--- src/rtl/player_cmd_pkg.sv ---
// -----------------------------------------------------------------------------
// player_cmd_pkg
// Shared definitions for the player instruction bus: op codes, direction
// codes, instruction field layout, one-hot grant codes, the arbiter FSM state
// type and small helpers for packing instructions and saturating addition.
// The Machine page controller uses the same constants.
// -----------------------------------------------------------------------------
package player_cmd_pkg;

    // Op codes carried in playerInstruction[15:12]
    localparam logic [3:0] OP_SHP = 4'h6;
    localparam logic [3:0] OP_HPY = 4'h1;
    localparam logic [3:0] OP_DPY = 4'h2;
    localparam logic [3:0] OP_MOV = 4'h5;

    // Movement directions carried in the low bits of the MOV argument
    localparam logic [1:0] DIR_UP    = 2'd0;
    localparam logic [1:0] DIR_LEFT  = 2'd1;
    localparam logic [1:0] DIR_DOWN  = 2'd2;
    localparam logic [1:0] DIR_RIGHT = 2'd3;

    // Instruction field layout: {op[15:12], arg[11:4], pad[3:0]}
    localparam int INSTR_OP_MSB  = 15;
    localparam int INSTR_OP_LSB  = 12;
    localparam int INSTR_ARG_MSB = 11;
    localparam int INSTR_ARG_LSB = 4;
    localparam logic [3:0] INSTR_PAD = 4'b0000;

    // One-hot grant codes: [3]=SHP, [2]=HPY, [1]=DPY, [0]=MOV
    localparam logic [3:0] GNT_NONE = 4'b0000;
    localparam logic [3:0] GNT_SHP  = 4'b1000;
    localparam logic [3:0] GNT_HPY  = 4'b0100;
    localparam logic [3:0] GNT_DPY  = 4'b0010;
    localparam logic [3:0] GNT_MOV  = 4'b0001;

    // Arbiter FSM states
    typedef enum logic [0:0] {
        ST_IDLE  = 1'b0,
        ST_ISSUE = 1'b1
    } arb_state_e;

    // Build a 16-bit player instruction from an op code and its argument
    function automatic logic [15:0] pack_instr(input logic [3:0] op,
                                               input logic [7:0] arg);
        return {op, arg, INSTR_PAD};
    endfunction

    // min(a + b, ceiling) computed with a 9-bit intermediate so the carry
    // out of the 8-bit add is never lost
    function automatic logic [7:0] sat_add8(input logic [7:0] a,
                                            input logic [7:0] b,
                                            input logic [7:0] ceiling);
        logic [8:0] sum_s;
        sum_s = {1'b0, a} + {1'b0, b};
        if (sum_s > {1'b0, ceiling}) begin
            return ceiling;
        end else begin
            return sum_s[7:0];
        end
    endfunction

endpackage

--- src/rtl/player_cmd_arbiter_slot.sv ---
// -----------------------------------------------------------------------------
// cmd_pending_slot
// One latched one-shot command: a pending flag plus an 8-bit payload.
//   SAT_ADD = 0 : payload is overwritten by each request (last value wins)
//   SAT_ADD = 1 : payload accumulates requests, saturating at SAT_MAX
// A request arriving on the same edge as the clear re-arms the slot with the
// new request's value, so nothing is lost across a handshake. flush wins
// over everything, including a same-edge request.
// Ports:
//   clk, rst_n      clock, asynchronous active-low reset
//   flush           synchronous clear of flag and payload
//   set, set_val    request pulse and the value captured with it
//   clr             granted instruction for this slot has been accepted
//   pend, payload   registered flag and payload
//   pend_nxt        value pend will take on the next edge
// -----------------------------------------------------------------------------
module cmd_pending_slot
    import player_cmd_pkg::*;
#(
    parameter bit         SAT_ADD = 1'b0,
    parameter logic [7:0] SAT_MAX = 8'd255
) (
    input  logic       clk,
    input  logic       rst_n,
    input  logic       flush,
    input  logic       set,
    input  logic [7:0] set_val,
    input  logic       clr,
    output logic       pend,
    output logic [7:0] payload,
    output logic       pend_nxt
);

    logic       pend_r;
    logic [7:0] payload_r;
    logic       pend_nxt_s;
    logic [7:0] payload_nxt_s;

    // Next flag/payload: flush > clear (with re-arm) > capture > hold
    always_comb begin
        pend_nxt_s    = pend_r;
        payload_nxt_s = payload_r;
        if (flush) begin
            pend_nxt_s    = 1'b0;
            payload_nxt_s = 8'd0;
        end else if (clr) begin
            if (set) begin
                pend_nxt_s = 1'b1;
                if (SAT_ADD) begin
                    payload_nxt_s = sat_add8(8'd0, set_val, SAT_MAX);
                end else begin
                    payload_nxt_s = set_val;
                end
            end else begin
                pend_nxt_s = 1'b0;
                if (SAT_ADD) begin
                    payload_nxt_s = 8'd0;
                end else begin
                    payload_nxt_s = payload_r;
                end
            end
        end else if (set) begin
            pend_nxt_s = 1'b1;
            if (SAT_ADD) begin
                payload_nxt_s = sat_add8(payload_r, set_val, SAT_MAX);
            end else begin
                payload_nxt_s = set_val;
            end
        end else begin
            pend_nxt_s    = pend_r;
            payload_nxt_s = payload_r;
        end
    end

    // Slot state register
    always_ff @(posedge clk or negedge rst_n) begin
        if (!rst_n) begin
            pend_r    <= 1'b0;
            payload_r <= 8'd0;
        end else begin
            pend_r    <= pend_nxt_s;
            payload_r <= payload_nxt_s;
        end
    end

    assign pend     = pend_r;
    assign payload  = payload_r;
    assign pend_nxt = pend_nxt_s;

endmodule

--- src/rtl/player_cmd_arbiter.sv ---
// -----------------------------------------------------------------------------
// player_cmd_arbiter
// Shares the 16-bit player instruction bus between set-HP, heal, damage and
// movement. One-shot commands are latched in pending slots; movement is a
// level request gated by enable and rate-limited by a cooldown counter.
// Priority SHP > HPY > DPY > MOV. Each instruction is handed off with a
// valid/ready handshake and is followed by one idle bubble.
// Ports:
//   clk, rst_n          clock, asynchronous active-low reset
//   enable              dodge phase active; gates MOV grants only
//   flush               synchronous clear of pending work and in-flight instr
//   shpReq/shpVal       set-HP request and value
//   healReq             heal request (argument is HEAL_AMT)
//   dmgReq/dmgVal       damage request and amount (accumulated, saturating)
//   moveReq/moveDir     movement key level and direction
//   playerInstruction   {op[3:0], arg[7:0], 4'b0000}
//   instrValid          playerInstruction is valid
//   instrReady          player accepts the instruction
//   grant               one-hot source of the current instruction
//   busy                any request pending or instruction in flight
// -----------------------------------------------------------------------------
module player_cmd_arbiter
    import player_cmd_pkg::*;
#(
    parameter logic [7:0]  HEAL_AMT = 8'd10,
    parameter logic [15:0] MOVE_DIV = 16'd4,
    parameter logic [7:0]  DMG_MAX  = 8'd255
) (
    input  logic        clk,
    input  logic        rst_n,
    input  logic        enable,
    input  logic        flush,
    input  logic        shpReq,
    input  logic [7:0]  shpVal,
    input  logic        healReq,
    input  logic        dmgReq,
    input  logic [7:0]  dmgVal,
    input  logic        moveReq,
    input  logic [1:0]  moveDir,
    output logic [15:0] playerInstruction,
    output logic        instrValid,
    input  logic        instrReady,
    output logic [3:0]  grant,
    output logic        busy
);

    arb_state_e  state_r;
    arb_state_e  state_nxt_s;
    logic [15:0] instr_r;
    logic [15:0] instr_nxt_s;
    logic        valid_r;
    logic        valid_nxt_s;
    logic [3:0]  grant_r;
    logic [3:0]  grant_nxt_s;
    logic        busy_r;
    logic        busy_nxt_s;
    logic [15:0] move_cnt_r;
    logic [15:0] move_cnt_nxt_s;
    logic        handshake_s;

    logic        shp_pend_s,  heal_pend_s,  dmg_pend_s;
    logic        shp_pnxt_s,  heal_pnxt_s,  dmg_pnxt_s;
    logic [7:0]  shp_arg_s,   heal_arg_s,   dmg_arg_s;
    logic        shp_clr_s,   heal_clr_s,   dmg_clr_s;
    logic        any_pend_s;
    logic        mov_elig_s;

    // Only the slot whose instruction was just accepted is cleared
    assign shp_clr_s  = handshake_s && (grant_r == GNT_SHP);
    assign heal_clr_s = handshake_s && (grant_r == GNT_HPY);
    assign dmg_clr_s  = handshake_s && (grant_r == GNT_DPY);

    // Set-HP: last value wins
    cmd_pending_slot #(.SAT_ADD(1'b0), .SAT_MAX(8'd255)) u_shp_slot (
        .clk      (clk),
        .rst_n    (rst_n),
        .flush    (flush),
        .set      (shpReq),
        .set_val  (shpVal),
        .clr      (shp_clr_s),
        .pend     (shp_pend_s),
        .payload  (shp_arg_s),
        .pend_nxt (shp_pnxt_s)
    );

    // Heal: every request loads the fixed heal amount, so repeats merge
    cmd_pending_slot #(.SAT_ADD(1'b0), .SAT_MAX(8'd255)) u_heal_slot (
        .clk      (clk),
        .rst_n    (rst_n),
        .flush    (flush),
        .set      (healReq),
        .set_val  (HEAL_AMT),
        .clr      (heal_clr_s),
        .pend     (heal_pend_s),
        .payload  (heal_arg_s),
        .pend_nxt (heal_pnxt_s)
    );

    // Damage: saturating accumulator
    cmd_pending_slot #(.SAT_ADD(1'b1), .SAT_MAX(DMG_MAX)) u_dmg_slot (
        .clk      (clk),
        .rst_n    (rst_n),
        .flush    (flush),
        .set      (dmgReq),
        .set_val  (dmgVal),
        .clr      (dmg_clr_s),
        .pend     (dmg_pend_s),
        .payload  (dmg_arg_s),
        .pend_nxt (dmg_pnxt_s)
    );

    assign any_pend_s = shp_pend_s | heal_pend_s | dmg_pend_s;
    assign mov_elig_s = moveReq & enable & (move_cnt_r == 16'd0) & ~any_pend_s;

    // Arbitration FSM: pick in IDLE, hold in ISSUE until the handshake
    always_comb begin
        state_nxt_s = state_r;
        instr_nxt_s = instr_r;
        valid_nxt_s = valid_r;
        grant_nxt_s = grant_r;
        handshake_s = 1'b0;
        if (flush) begin
            state_nxt_s = ST_IDLE;
            instr_nxt_s = 16'h0000;
            valid_nxt_s = 1'b0;
            grant_nxt_s = GNT_NONE;
        end else begin
            case (state_r)
                ST_IDLE: begin
                    if (shp_pend_s) begin
                        instr_nxt_s = pack_instr(OP_SHP, shp_arg_s);
                        grant_nxt_s = GNT_SHP;
                        valid_nxt_s = 1'b1;
                        state_nxt_s = ST_ISSUE;
                    end else if (heal_pend_s) begin
                        instr_nxt_s = pack_instr(OP_HPY, heal_arg_s);
                        grant_nxt_s = GNT_HPY;
                        valid_nxt_s = 1'b1;
                        state_nxt_s = ST_ISSUE;
                    end else if (dmg_pend_s) begin
                        instr_nxt_s = pack_instr(OP_DPY, dmg_arg_s);
                        grant_nxt_s = GNT_DPY;
                        valid_nxt_s = 1'b1;
                        state_nxt_s = ST_ISSUE;
                    end else if (mov_elig_s) begin
                        // direction is frozen here for the life of the MOV
                        instr_nxt_s = pack_instr(OP_MOV, {6'b000000, moveDir});
                        grant_nxt_s = GNT_MOV;
                        valid_nxt_s = 1'b1;
                        state_nxt_s = ST_ISSUE;
                    end else begin
                        instr_nxt_s = 16'h0000;
                        grant_nxt_s = GNT_NONE;
                        valid_nxt_s = 1'b0;
                        state_nxt_s = ST_IDLE;
                    end
                end
                ST_ISSUE: begin
                    if (valid_r && instrReady) begin
                        // returning to IDLE forces the one-cycle bubble
                        handshake_s = 1'b1;
                        instr_nxt_s = 16'h0000;
                        grant_nxt_s = GNT_NONE;
                        valid_nxt_s = 1'b0;
                        state_nxt_s = ST_IDLE;
                    end else begin
                        instr_nxt_s = instr_r;
                        grant_nxt_s = grant_r;
                        valid_nxt_s = valid_r;
                        state_nxt_s = ST_ISSUE;
                    end
                end
                default: begin
                    instr_nxt_s = 16'h0000;
                    grant_nxt_s = GNT_NONE;
                    valid_nxt_s = 1'b0;
                    state_nxt_s = ST_IDLE;
                end
            endcase
        end
    end

    // Movement cooldown: reload on MOV acceptance, otherwise count down to 0
    always_comb begin
        move_cnt_nxt_s = move_cnt_r;
        if (flush) begin
            move_cnt_nxt_s = 16'd0;
        end else if (handshake_s && (grant_r == GNT_MOV)) begin
            move_cnt_nxt_s = MOVE_DIV - 16'd1;
        end else if (move_cnt_r != 16'd0) begin
            move_cnt_nxt_s = move_cnt_r - 16'd1;
        end else begin
            move_cnt_nxt_s = move_cnt_r;
        end
    end

    // busy is registered from next-state values so it tracks the flags exactly
    assign busy_nxt_s = shp_pnxt_s | heal_pnxt_s | dmg_pnxt_s | valid_nxt_s;

    // FSM, output and cooldown registers
    always_ff @(posedge clk or negedge rst_n) begin
        if (!rst_n) begin
            state_r    <= ST_IDLE;
            instr_r    <= 16'h0000;
            valid_r    <= 1'b0;
            grant_r    <= GNT_NONE;
            busy_r     <= 1'b0;
            move_cnt_r <= 16'd0;
        end else begin
            state_r    <= state_nxt_s;
            instr_r    <= instr_nxt_s;
            valid_r    <= valid_nxt_s;
            grant_r    <= grant_nxt_s;
            busy_r     <= busy_nxt_s;
            move_cnt_r <= move_cnt_nxt_s;
        end
    end

    assign playerInstruction = instr_r;
    assign instrValid        = valid_r;
    assign grant             = grant_r;
    assign busy              = busy_r;

endmodule

--- config.mk ---
export PLATFORM = sky130hd
export DESIGN_NAME = player_cmd_arbiter
export DESIGN_NICKNAME = d
export VERILOG_FILES = /design/src/rtl/player_cmd_pkg.sv /design/src/rtl/player_cmd_arbiter_slot.sv /design/src/rtl/player_cmd_arbiter.sv
export SDC_FILE = /design/constraint.sdc
export NUM_CORES = 1
export LEC_CHECK = 0
export BUFFER_PORTS_ARGS = -buffer_cell sky130_fd_sc_hd__buf_2
export CAP_MARGIN = 10
export CELL_PAD_IN_SITES_DETAIL_PLACEMENT = 1
export CELL_PAD_IN_SITES_GLOBAL_PLACEMENT = 1
export CORE_ASPECT_RATIO = 1.5
export CORE_UTILIZATION = 43
export CTS_BUF_LIST = sky130_fd_sc_hd__clkbuf_16
export CTS_CLUSTER_SIZE = 16
export DETAILED_ROUTE_END_ITERATION = 6
export PLACE_DENSITY_LB_ADDON = 0.15
export SYNTH_ARGS = -nofsm -noshare
export SYNTH_HDL_FRONTEND = slang
export SYNTH_SLANG_ARGS = --single-unit
export TNS_END_PERCENT = 30
--- constraint.sdc ---
create_clock -name clk -period 2.2 [get_ports clk]
set_input_delay 0.11 -clock clk [delete_from_list [all_inputs] [get_ports clk]]
set_output_delay 0.11 -clock clk [all_outputs]
set_load 0.005 [all_outputs]
==> results of run 1 <==
## worst register-to-register path: cells and delay by family, from the launching register on
| kind | cells | cell delay, ns |
|---|---|---|
| AOI/OAI and AO/OA | 3 | 0.65 |
| adders and majority gates | 2 | 0.50 |
| DFF | 1 | 0.41 |
| muxes | 1 | 0.26 |
| and+or+nand+nor | 1 | 0.15 |
| buffers and inverters | 1 | 0.05 |
## layer usage
layer,vias up,global-route usage [%]
li1,1226,-
met1,1253,25.2
met2,51,43.4
met3,18,4.26
met4,0,12.3
met5,-,0
## state kept, by name (all words and copies together), names as in the netlist
signal and cells:
busy 1, grant 4, instrValid 1, move_cnt_r 16, playerInstruction 11, state_r 1
u_dmg_slot.payload 8, u_dmg_slot.pend 1, u_heal_slot.payload 1, u_heal_slot.pend 1, u_shp_slot.payload 8, u_shp_slot.pend 1
## kinds of logic (layout without fill, tap and decap cells)
| family | after synthesis | in the layout | synth area share, % |
|---|---|---|---|
| DFF | 54 | 54 | 45.1 |
| xor gates and xnor gates | 14 | 14 | 4.09 |
| muxes | 10 | 10 | 3.51 |
| other | 1 | 5 | 0.125 |
| and+or+nand+nor | 120 | 120 | 21.1 |
| adders and majority gates | 11 | 11 | 4.84 |
| buffers and inverters | 31 | 78 | 4.80 |
| AOI/OAI and AO/OA | 74 | 74 | 16.4 |
## report_power, final
| group | internal [µW] | switching, µW |
|---|---|---|
| clock | 527 | 346 |
| combinational | 656 | 829 |
| sequential | 1180 | 195 |
| total | 2360 | 1370 |
## repair_timing
action                                 CTS  global route
gates resized for setup                  0             7
endpoints found under the hold margin   54             0
setup endpoints to repair                0             5
hold buffers                             1             0
buffers inserted                         0             2
## area by class of cell
type                    count  share of cell area (%)
well taps                  76                    2.69
multi-input cells         234                    44.0
repair buffers             57                    9.13
clock buffers               5                    3.54
flip-flops and latches     54                    38.2
clock inverters             2                   0.955
inverters                  14                    1.49
## cells in the final DEF, fill, tap and decap left out, types with 2 or more instances in the layout
cell type                    n
sky130_fd_sc_hd__a211oi_1    2
sky130_fd_sc_hd__a21o_1      4
sky130_fd_sc_hd__a21oi_1    15
sky130_fd_sc_hd__a221o_1     3
sky130_fd_sc_hd__a222oi_1    5
sky130_fd_sc_hd__a22o_1      3
sky130_fd_sc_hd__and2_1      3
sky130_fd_sc_hd__buf_2      43
sky130_fd_sc_hd__buf_4      13
sky130_fd_sc_hd__clkbuf_16   5
sky130_fd_sc_hd__conb_1      5
sky130_fd_sc_hd__dfrtp_1    54
sky130_fd_sc_hd__ha_1        9
sky130_fd_sc_hd__inv_1      14
sky130_fd_sc_hd__mux2i_1     9
sky130_fd_sc_hd__nand2_1    19
sky130_fd_sc_hd__nand2b_1    4
sky130_fd_sc_hd__nand3_1     8
sky130_fd_sc_hd__nand3b_1    5
sky130_fd_sc_hd__nand4_1     3
sky130_fd_sc_hd__nand4b_1    3
sky130_fd_sc_hd__nor2_1     38
sky130_fd_sc_hd__nor2b_1     3
sky130_fd_sc_hd__nor3_1     11
sky130_fd_sc_hd__nor3b_1     3
sky130_fd_sc_hd__nor3b_2     2
sky130_fd_sc_hd__nor4_1      5
sky130_fd_sc_hd__o211ai_1    2
sky130_fd_sc_hd__o21a_1      4
sky130_fd_sc_hd__o21ai_0    25
sky130_fd_sc_hd__or3_1       3
sky130_fd_sc_hd__or4_1       2
sky130_fd_sc_hd__xnor2_1     2
sky130_fd_sc_hd__xor2_1     12
## final timing paths
path,to,slack (ns),startpoint
hold reg to reg,playerInstruction[13],0.47,playerInstruction[13]
max in group asynchronous,u_dmg_slot.payload[0],1.27,rst_n
min in group asynchronous,move_cnt_r[5],0.47,rst_n
setup / recovery,u_dmg_slot.payload[6],0.10,u_dmg_slot.payload[0]
setup reg to reg,u_dmg_slot.payload[6],0.10,u_dmg_slot.payload[0]
hold / removal,u_shp_slot.payload[0],0.06,shpVal[0]
## per-stage QoR
step	power [µW]	utilization [%]	setup slack [ns]	std cells	hold slack, ns
after global placement	2790	50.0	0.178	432	0.287
after detailed placement	2830	50.0	0.0499	432	0.291
final	3730	53.4	0.104	442	0.0604
after global routing	4020	53.4	0.00887	442	0.0760
after floorplan	2360	-	0.289	319	-0.186
after CTS	3730	52.6	0.0336	440	0.0614
==> results summary, run 1 <==
IR analysis of the VDD net gives a maximum drop of between 0.0003 and 0.0004 V. Of all nets on the critical path, the largest fanout is 5. Setup repair after global routing left no endpoint under its margin.

The share of synthesized area occupied by flip-flops and latches is about 45%. By area the synthesized netlist is led by sky130_fd_sc_hd__dfrtp_1 (45%), sky130_fd_sc_hd__nor2_1 (4.8%), sky130_fd_sc_hd__ha_1 (4.2%). STA classifies the critical path startpoint as a flop.

The depth of the worst hold-timing path came out at 3. For this block, wires on met1 add up to 3100 µm. The worst stage delay on the critical path is 0.41 ns. The synthesized instance count is around 320.

The post-route minimum period came out at between 2 and 2.5 ns. From bottom edge to top edge, the die measures between 100 and 150 µm. The detailed router placed around 2500 vias in this run.

Detailed routing placed a total of 197 µm of wire on met3. The actual transition at the worst max-transition pin is slightly below 0.7 ns. Yosys instantiated no cell more often than sky130_fd_sc_hd__dfrtp_1. The critical path depth came out at 8. Synthesis instantiated 56 different standard cells from the library. The number of buffers added on ports came out at 43.

The count of final hold-check violations is 0. The worst clock skew came out at about 0.0033 ns. The path category of the worst min-delay check is input pin to flop. The count of pins over their slew limit was 0. The worst endpoint data arrival time is about 2.3 ns. The sequential cells in the finished layout cover a total of ~1400 µm². The core footprint came out at approximately 6600 µm².

The all-layer global routing usage is a little under a quarter. The sum of net half-perimeters after detailed placement is 6050 µm. The number of cells traversed by the worst register-to-register path came out at 8.

The DRC violation count after routing came out at 0. The number of antenna diodes is 0. The average instance in the mapped netlist occupies between 9 and 10 µm². After layout, the worst path uses a little over nine tenths of the clock period. The area growth from synthesis to layout is 18.0%. Ranked by instance count, the synthesized netlist is headed by sky130_fd_sc_hd__dfrtp_1 (54), sky130_fd_sc_hd__nor2_1 (38), sky130_fd_sc_hd__o21ai_0 (25), sky130_fd_sc_hd__nand2_1 (19), sky130_fd_sc_hd__a21oi_1 (15). Fill cells in the final layout number 782. The cell area that synthesis handed to floorplanning was 3000 µm². The total negative setup slack came out at 0 ns.

The number of iterations in the first detailed-routing pass came out at 7. The clock net sink count came out at between 50 and 60. The initial cell density of the core came out at between 40 and 50%. The required time at the endpoint of the critical path is between 2 and 2.5 ns.

STA classifies the critical path endpoint as a flop. The number of antenna violations at the first check in global routing is 0. The largest total area in the synthesized netlist belongs to sky130_fd_sc_hd__dfrtp_1. The final routed wirelength across all metal layers came out at approximately 8100 µm. The flip-flop and latch count after synthesis is 54.

The total overflow left after global routing is 0. For this design the ratio of total power to cell area is 1060 nW/µm². The clock tree buffer depth is 2. Walking the worst path, the cells encountered are ha_4 -> inv_1 -> fa_2 -> nor2b_1 -> o31a_1 -> mux2i_1 -> o221ai_2 -> a211oi_2. The floorplan die area is about 7300 µm². The static power due to leakage is about 0.0017 µW. The synthesized design contains 0 enable-type register cells. TritonCTS built the clock tree. The run finished with clean final reports. The via count of the first global-routing pass came out at roughly 2700.

The number of DRC violations after detailed-routing iteration 0 came out at about 120. The tree is rooted in a sky130_fd_sc_hd__clkbuf_16. The chip width came out at about 70 µm. The wire length per cell came out at around 18 µm. Clock latency on the worst-skew pair, taken at its later pin, is 0.29 ns.

The most common flop cell mapped by yosys is sky130_fd_sc_hd__dfrtp_1. The count of pins on the block boundary came out at 49. The first global-routing pass estimated between 10000 and 15000 µm of wire. After the last flow step, the layout net total stands at ~400. Wire segments on met2 add up to between 4000 and 5000 µm in the final route. The critical-path cell with the highest stage delay is sky130_fd_sc_hd__dfrtp_1. The congestion estimate from routability-driven global placement came to about 0.82.

Using the TritonRoute via totals, the vias-per-cell ratio works out to between 5 and 6. Clock tree synthesis inserted a total of 5 buffers. The clock transition at the registers of the reported paths came out at ~0.07 ns. The site row count came out at 36. The footprint of the multi-input gates is between 1500 and 2000 µm². Measured against its own limit, the worst slew margin works out to a little over half. On the critical path the largest part of the delay comes from compound AO/OA/AOI/OAI gates. After detailed placement, the total cell area comes to 3310 µm². Of all flip-flops after synthesis, the portion carrying an async set or reset was between 90% and 100%. After routing the design area is about 3500 µm². By startpoint and endpoint, the worst setup path is classified as flop to flop. The count of synthesis-stage warnings from yosys is 0. The max-cap check violation count is 0. The clock tree synthesis step divided the H-tree into 2 levels. The post-route antenna net violation count came out at 0. The number of setup violations in the final report came out at 0. In the final layout, the share of cells above drive strength 1 is a little over a fifth. The number of buffers and inverters on the critical path is 1. In this run the top signal layer used is met4.

The area share of the largest cell type after synthesis came out at 45.1%. The maximum number of pins on one net before global-route repair is 55. The highest achievable clock rate is 477 MHz.
No activity file was read; power rests on OpenSTA's default activity.
==> run 2: changes to the inputs <==
--- a/config.mk
+++ b/config.mk
@@ -14,7 +14,7 @@
 export CTS_BUF_LIST = sky130_fd_sc_hd__clkbuf_16
 export CTS_CLUSTER_SIZE = 16
 export DETAILED_ROUTE_END_ITERATION = 6
-export PLACE_DENSITY_LB_ADDON = 0.15
+export PLACE_DENSITY = 0.81
 export SYNTH_ARGS = -nofsm -noshare
 export SYNTH_HDL_FRONTEND = slang
 export SYNTH_SLANG_ARGS = --single-unit
==> constraint.sdc (replaced) <==
create_clock -name clk -period 2.2 [get_ports clk]
set_input_delay 0.44 -clock clk [delete_from_list [all_inputs] [get_ports clk]]
set_output_delay 0.44 -clock clk [all_outputs]
set_load 0.01 [all_outputs]
==> run 2 against run 1 <==
Against the previous run: cell count grew 0.45%; via count grew 1.1%; die area unchanged; register-to-register slack hardly changed; global-route usage up 0.096 points; sequential share of layout area shrank 0.054 points; critical path type unchanged; highest routed layer unchanged.
==> results summary, run 2 (synthesis gave the netlist of run 1 again) <==
The highest achievable clock rate is 475 MHz (was 477 MHz). The total chip power came out at 3780 µW (was 3730 µW). The post-route antenna net violation count was 0 (unchanged).

The clock net sink count came out at 54 (unchanged). Unrepaired setup endpoints after global routing: true (was false). The number of iterations in the first detailed-routing pass was 4 (was 7). The post-route minimum period came to 2.11 ns (was 2.10 ns). The via count came to 2576 (was 2548). The total number of nets in the final design came to 405 (was 404).

The total negative setup slack is 0 ns (unchanged). The required time at the endpoint of the critical path is 2.41 ns (about the same). The initial cell density of the core is 45.3% (unchanged). The height of the chip came out at 104 µm (unchanged). The maximum fanout encountered on the critical timing path came out at 4 (was 5). The relative slew slack came out at 39.7% (was 54.3%). The largest register by flop count is move_cnt_r (unchanged).

The number of DRC violations after detailed-routing iteration 0 is 68 (was 123). The TritonCTS clock tree was yes (unchanged). The worst clock skew came to 0.00764 ns (was 0.00335 ns). The type of destination of the critical path was a flop (unchanged). The TritonCTS buffer count is 5 (unchanged).

The final weighted congestion in routability-driven placement came out at 0.840 (was 0.824). The clock transition at the registers of the reported paths is 0.07 ns (about the same). The all-layer global routing usage came to 23.8% (was 23.7%). The actual transition at the worst max-transition pin is 0.898 ns (was 0.685 ns).

The flip-flop count of the largest register after layout came out at 16 (unchanged). The final-layout fill cell count came out at 781 (was 782). The clock tree buffer depth is 2 (unchanged).

The worst-case setup slack after placement came out at -0.117 ns (was 0.0499 ns). The site row count was 36 (unchanged). The maximum ir drop on the vdd rail came to 0.000392 V (was 0.000351 V).

The share of the cycle needed by the critical path after routing came out at 95.8% (was 95.3%). The maximum number of pins on one net before global-route repair came out at 32 (was 55). Highest-count cells in the layout ignoring fill and taps: sky130_fd_sc_hd__dfrtp_1 (54), sky130_fd_sc_hd__buf_2 (43), sky130_fd_sc_hd__nor2_1 (38), sky130_fd_sc_hd__o21ai_0 (25), sky130_fd_sc_hd__nand2_1 (19) (unchanged). The category of the worst setup path launch point is a flop (unchanged). The floorplan die area is 7310 µm² (unchanged). The max-cap check violation count is 0 (unchanged).

The area growth from synthesis to layout came out at 18.2% (was 18.0%). The static power due to leakage was 0.00173 µW (was 0.00174 µW). The first-pass GRT wire length came out at 13700 µm (was 13400 µm). The count of final hold-check violations came out at 0 (unchanged).

Status: completed (unchanged). The power density over the cells came out at 1070 nW/µm² (was 1060 nW/µm²). The count of pins over their slew limit is 0 (unchanged). The share of cells above drive strength 1 came to 21.7% (was 21.0%). The wire length per cell is 18.1 µm (was 18.4 µm). The kind of critical path is flop to flop (unchanged).

The remaining global-route overflow is 0 (unchanged). The root buffer cell is sky130_fd_sc_hd__clkbuf_16 (unchanged). The sum of net half-perimeters after detailed placement came to 6250 µm (was 6050 µm).

The final routed wirelength across all metal layers is 8050 µm (was 8120 µm). The worst setup slack after layout is 0.0928 ns (was 0.104 ns). The number of setup violations in the final report is 0 (unchanged). The later-pin clock latency in the skew report was 0.30 ns (was 0.29 ns). The worst endpoint data arrival time is 2.31 ns (about the same). The count of pins on the block boundary came out at 49 (unchanged). The DRC violation count after routing is 0 (unchanged). The number of buffers added on ports is 43 (unchanged). The path category of the worst min-delay check was input pin to asynchronous set/reset pin (was input pin to flop).

The number of antenna violations at the first check in global routing came out at 0 (unchanged). The via count of the first global-routing pass is 2795 (was 2747). The core footprint was 6620 µm² (unchanged).

The number of H-tree levels came out at 2 (unchanged). The detail-routed via count per cell was 5.80 (was 5.76). The chip width was 70.2 µm (unchanged). The number of antenna diodes came out at 0 (unchanged). The most common library cell in the layout ignoring fill and taps was sky130_fd_sc_hd__dfrtp_1 (unchanged).
==> run 2: final cells by class <==
cell class / instances / area, µm² / area share (%)
Clock buffer: 5 / 125 / 3.53
Multi-Input combinational cell: 234 / 1530 / 43.3
Timing Repair Buffer: 58 / 340 / 9.61
Sequential cell: 54 / 1350 / 38.1
Tap cell: 76 / 95.1 / 2.68
Clock inverter: 3 / 45.0 / 1.27
Inverter: 14 / 52.6 / 1.48
==> run 2: routing by layer <==
metal,global-route usage (%),vias up,part of all wire [%],wire [µm]
met1,25.3,1293,38,3030
met5,0,-,0,0
met2,44.8,43,57,4570
met3,2.81,20,1.9,154
li1,-,1220,-,-
met4,12.1,0,3.7,299
==> run 2: report_power, final <==
part,total [µW],internal (µW),switching (µW)
registers,1390,1180,208
logic,1490,662,831
clock network,902,537,365
total,3780,2380,1400
==> run 2: worst max-delay path, cell delays in order, from the launching register on <==
cell,delay (ns)
sky130_fd_sc_hd__dfrtp_1,0.36
sky130_fd_sc_hd__ha_2,0.21
sky130_fd_sc_hd__inv_1,0.06
sky130_fd_sc_hd__fa_1,0.42
sky130_fd_sc_hd__nor2b_2,0.14
sky130_fd_sc_hd__o31a_1,0.23
sky130_fd_sc_hd__mux2i_1,0.23
sky130_fd_sc_hd__o221ai_1,0.16
sky130_fd_sc_hd__a211oi_2,0.22
==> run 2: repair_timing <==
item,in CTS,in global routing
setup buffers,0,1
setup endpoints to repair,0,6
hold buffers,0,0
gates resized for setup,0,4
==> run 2: final timing paths <==
kind | from | to | cells after the start | slack (ns)
max | u_dmg_slot.payload[0] | u_dmg_slot.payload[6] | 8 | 0.09
min | rst_n | move_cnt_r[2] | 1 | 0.15
max reg2reg | u_dmg_slot.payload[0] | u_dmg_slot.payload[6] | 8 | 0.09
min reg2reg | playerInstruction[12] | playerInstruction[12] | 2 | 0.47
max in group asynchronous | rst_n | state_r | 2 | 1.48
min in group clk | shpVal[3] | u_shp_slot.payload[3] | 3 | 0.39
==> run 2: per-stage QoR <==
step	hold WS, ns	cells	instance area [µm²]	util [%]
finish	0.148	444	3540	53.5
global route	0.193	444	3540	53.5
CTS	0.163	443	3520	53.1
detailed placement	0.458	435	3350	50.6
global placement	0.451	435	3350	50.6
floorplan	0.144	319	3010	-
==> run 3: changes to the inputs <==
--- a/config.mk
+++ b/config.mk
@@ -15,6 +15,7 @@
 export CTS_CLUSTER_SIZE = 16
 export DETAILED_ROUTE_END_ITERATION = 6
 export PLACE_DENSITY = 0.81
+export RECOVER_POWER = 50
 export SYNTH_ARGS = -nofsm -noshare
 export SYNTH_HDL_FRONTEND = slang
 export SYNTH_SLANG_ARGS = --single-unit
==> run 3 against run 2 <==
Against the previous run: routed wire length barely moved; cell count unchanged; combinational power about the same; non-clock buffer count unchanged; sequential power is essentially flat; hold slack improved by 0.24 ns; die area unchanged.
==> results summary, run 3 (synthesis gave the netlist of run 1 again) <==
Status: completed (unchanged). The minimum setup slack among reg-to-reg paths came out at 0.09 ns (about the same). The count of pins over their slew limit is 0 (unchanged). The site row count came out at 36 (unchanged). The clock transition at the registers of the reported paths came out at 0.07 ns (about the same). The count of pins on the block boundary is 49 (unchanged). Worst-path cell chain: ha_2 -> inv_1 -> fa_1 -> nor2b_2 -> o31a_1 -> mux2i_1 -> o221ai_1 -> a211oi_2 (unchanged). The final-layout fill cell count is 781 (unchanged).

The count of final hold-check violations came to 0 (unchanged). The post-route antenna net violation count was 0 (unchanged). The maximum fanout encountered on the critical timing path is 4 (unchanged). The later-pin clock latency in the skew report is 0.30 ns (about the same). The final weighted congestion in routability-driven placement was 0.840 (unchanged).

The worst-case setup slack after placement came to -0.117 ns (unchanged). The number of iterations in the first detailed-routing pass was 4 (unchanged). The chip width is 70.2 µm (unchanged). The total number of nets in the final design came out at 405 (unchanged).

The largest register by flop count was move_cnt_r (unchanged). The number of setup violations in the final report is 0 (unchanged). The clock net sink count came out at 54 (unchanged).

The number of H-tree levels is 2 (unchanged). The origin of the worst setup path is u_dmg_slot.payload[0] (unchanged). The maximum number of pins on one net before global-route repair is 32 (unchanged). The detail-routed via count per cell came out at 5.81 (was 5.80).

The critical-path cell with the highest stage delay is sky130_fd_sc_hd__fa_1 (unchanged). The relative slew slack came out at 4.13% (was 39.7%). The TritonCTS clock tree is yes (unchanged). The type of destination of the critical path is a flop (unchanged). The all-layer global routing usage is 23.8% (unchanged). The final routed wirelength across all metal layers came out at 8050 µm (about the same). The via count of the first global-routing pass came to 2795 (unchanged). The reg-to-reg startpoint is u_dmg_slot.payload[0] (unchanged). The maximum ir drop on the vdd rail came out at 0.000392 V (about the same). The max-cap check violation count came out at 0 (unchanged). The flip-flop count of the largest register after layout came out at 16 (unchanged). The remaining global-route overflow came out at 0 (unchanged). The static power due to leakage came out at 0.00173 µW (about the same).

The post-route minimum period was 2.11 ns (about the same). The placed instance area is 3350 µm² (unchanged). The worst clock skew is 0.00765 ns (was 0.00764 ns). The worst endpoint data arrival time is 2.31 ns (about the same). The share of the cycle needed by the critical path after routing is 95.8% (about the same). The category of the worst setup path launch point is a flop (unchanged). The actual transition at the worst max-transition pin is 1.44 ns (was 0.898 ns).

The register area is 1350 µm² (unchanged). The number of antenna diodes is 0 (unchanged). The worst setup slack after layout is 0.0928 ns (about the same). The number of buffers added on ports is 43 (unchanged). The number of DRC violations after detailed-routing iteration 0 is 68 (unchanged). The number of cells traversed by the worst register-to-register path came out at 8 (unchanged). The footprint of the multi-input gates came to 1530 µm² (unchanged). The root buffer cell is sky130_fd_sc_hd__clkbuf_16 (unchanged). The required time at the endpoint of the critical path is 2.41 ns (about the same). Unrepaired setup endpoints after global routing: true (unchanged).

Highest-count cells in the layout ignoring fill and taps: sky130_fd_sc_hd__dfrtp_1 (54), sky130_fd_sc_hd__buf_2 (41), sky130_fd_sc_hd__nor2_1 (38), sky130_fd_sc_hd__o21ai_0 (25), sky130_fd_sc_hd__nand2_1 (19) (was sky130_fd_sc_hd__dfrtp_1 (54), sky130_fd_sc_hd__buf_2 (43), sky130_fd_sc_hd__nor2_1 (38), sky130_fd_sc_hd__o21ai_0 (25), sky130_fd_sc_hd__nand2_1 (19)). The core footprint is 6620 µm² (unchanged). The clock tree buffer depth is 2 (unchanged). The worst stage delay on the critical path is 0.42 ns (about the same). The number of antenna violations at the first check in global routing is 0 (unchanged).

The DRC violation count after routing came out at 0 (unchanged). The kind of critical path is flop to flop (unchanged). The endpoint of the worst-slack reg-to-reg timing path is u_dmg_slot.payload[6] (unchanged). The via count came to 2579 (was 2576). The final standard cell area without fillers came to 3540 µm² (about the same). The share of cells above drive strength 1 came to 21.2% (was 21.7%). The most common library cell in the layout ignoring fill and taps was sky130_fd_sc_hd__dfrtp_1 (unchanged). The highest achievable clock rate was 475 MHz (about the same). The endpoint of the most critical setup path is u_dmg_slot.payload[6] (unchanged). The power density over the cells came out at 1070 nW/µm² (about the same). The floorplan die area was 7310 µm² (unchanged). The TritonCTS buffer count is 5 (unchanged). The initial cell density of the core came out at 45.3% (unchanged). The path category of the worst min-delay check is input pin to flop (was input pin to asynchronous set/reset pin). The first-pass GRT wire length came out at 13700 µm (unchanged). The sum of net half-perimeters after detailed placement came out at 6250 µm (unchanged). The height of the chip is 104 µm (unchanged). The area growth from synthesis to layout came out at 18.1% (was 18.2%). The hold-fix buffer count after cts is 0 (unchanged). The wire length per cell came out at 18.1 µm (about the same).
[run 3: cell types whose count changed in the layout (fill, tap and decap cells not counted)]
cell	delta
sky130_fd_sc_hd__buf_2	-2
sky130_fd_sc_hd__clkbuf_1	+2
[run 3: stage by stage]
| step | total power, µW | setup TNS (ns) | cells | hold slack [ns] | utilization, % |
|---|---|---|---|---|---|
| 2_1_floorplan | 2380 | 0 | 319 | 0.144 | - |
| 3_3_place_gp | 2790 | 0 | 435 | 0.451 | 50.6 |
| 3_5_place_dp | 2870 | -0.148 | 435 | 0.458 | 50.6 |
| 4_1_cts | 3790 | 0 | 443 | 0.163 | 53.1 |
| 5_1_grt | 4060 | -0.0105 | 444 | 0.408 | 53.5 |
| 6_report | 3780 | 0 | 444 | 0.388 | 53.5 |
[run 3: worst min path at each step]
| stage | startpoint | to | slack [ns] | cells past startpoint |
|---|---|---|---|---|
| after floorplan | rst_n | busy | 0.14 | 0 |
| after CTS | rst_n | move_cnt_r[2] | 0.16 | 1 |
| after global placement | playerInstruction[13] | playerInstruction[13] | 0.45 | 2 |
| after detailed placement | playerInstruction[12] | playerInstruction[12] | 0.46 | 2 |
| after global routing | shpVal[0] | u_shp_slot.payload[0] | 0.41 | 3 |
| final | shpVal[3] | u_shp_slot.payload[3] | 0.39 | 3 |
[run 3: layout make-up]
type / instances / area share, %
multi-input combinational: 234 / 43.3
sequential: 54 / 38.2
timing repair buffer: 58 / 9.54
clock buffer: 5 / 3.53
tap: 76 / 2.69
inverter: 14 / 1.48
clock inverter: 3 / 1.27
[run 3: critical path: cells and delay by family (launching register included)]
family                   cells  cell delay [ns]
AO/OA/AOI/OAI                3             0.61
adder cells (fa/ha/maj)      2             0.63
buffers and inverters        1             0.06
flip-flops                   1             0.36
multiplexers                 1             0.23
AND/OR/NAND/NOR              1             0.14
[run 3: per-layer routing]
metal	GRT usage (%)	vias up	wire, µm
met4	12.1	0	299
met2	44.8	43	4570
li1	-	1220	-
met1	25.3	1296	3020
met3	2.81	20	153
met5	0	-	0
[run 3: what timing repair did]
action | CTS | global route
setup buffers | 0 | 1
setup endpoints to repair | 0 | 6
gates resized for setup | 0 | 4
[run 3: where the power goes]
| part | internal (µW) | switching, µW |
|---|---|---|
| clock network | 537 | 365 |
| registers | 1180 | 208 |
| logic | 661 | 831 |
| total | 2380 | 1400 |
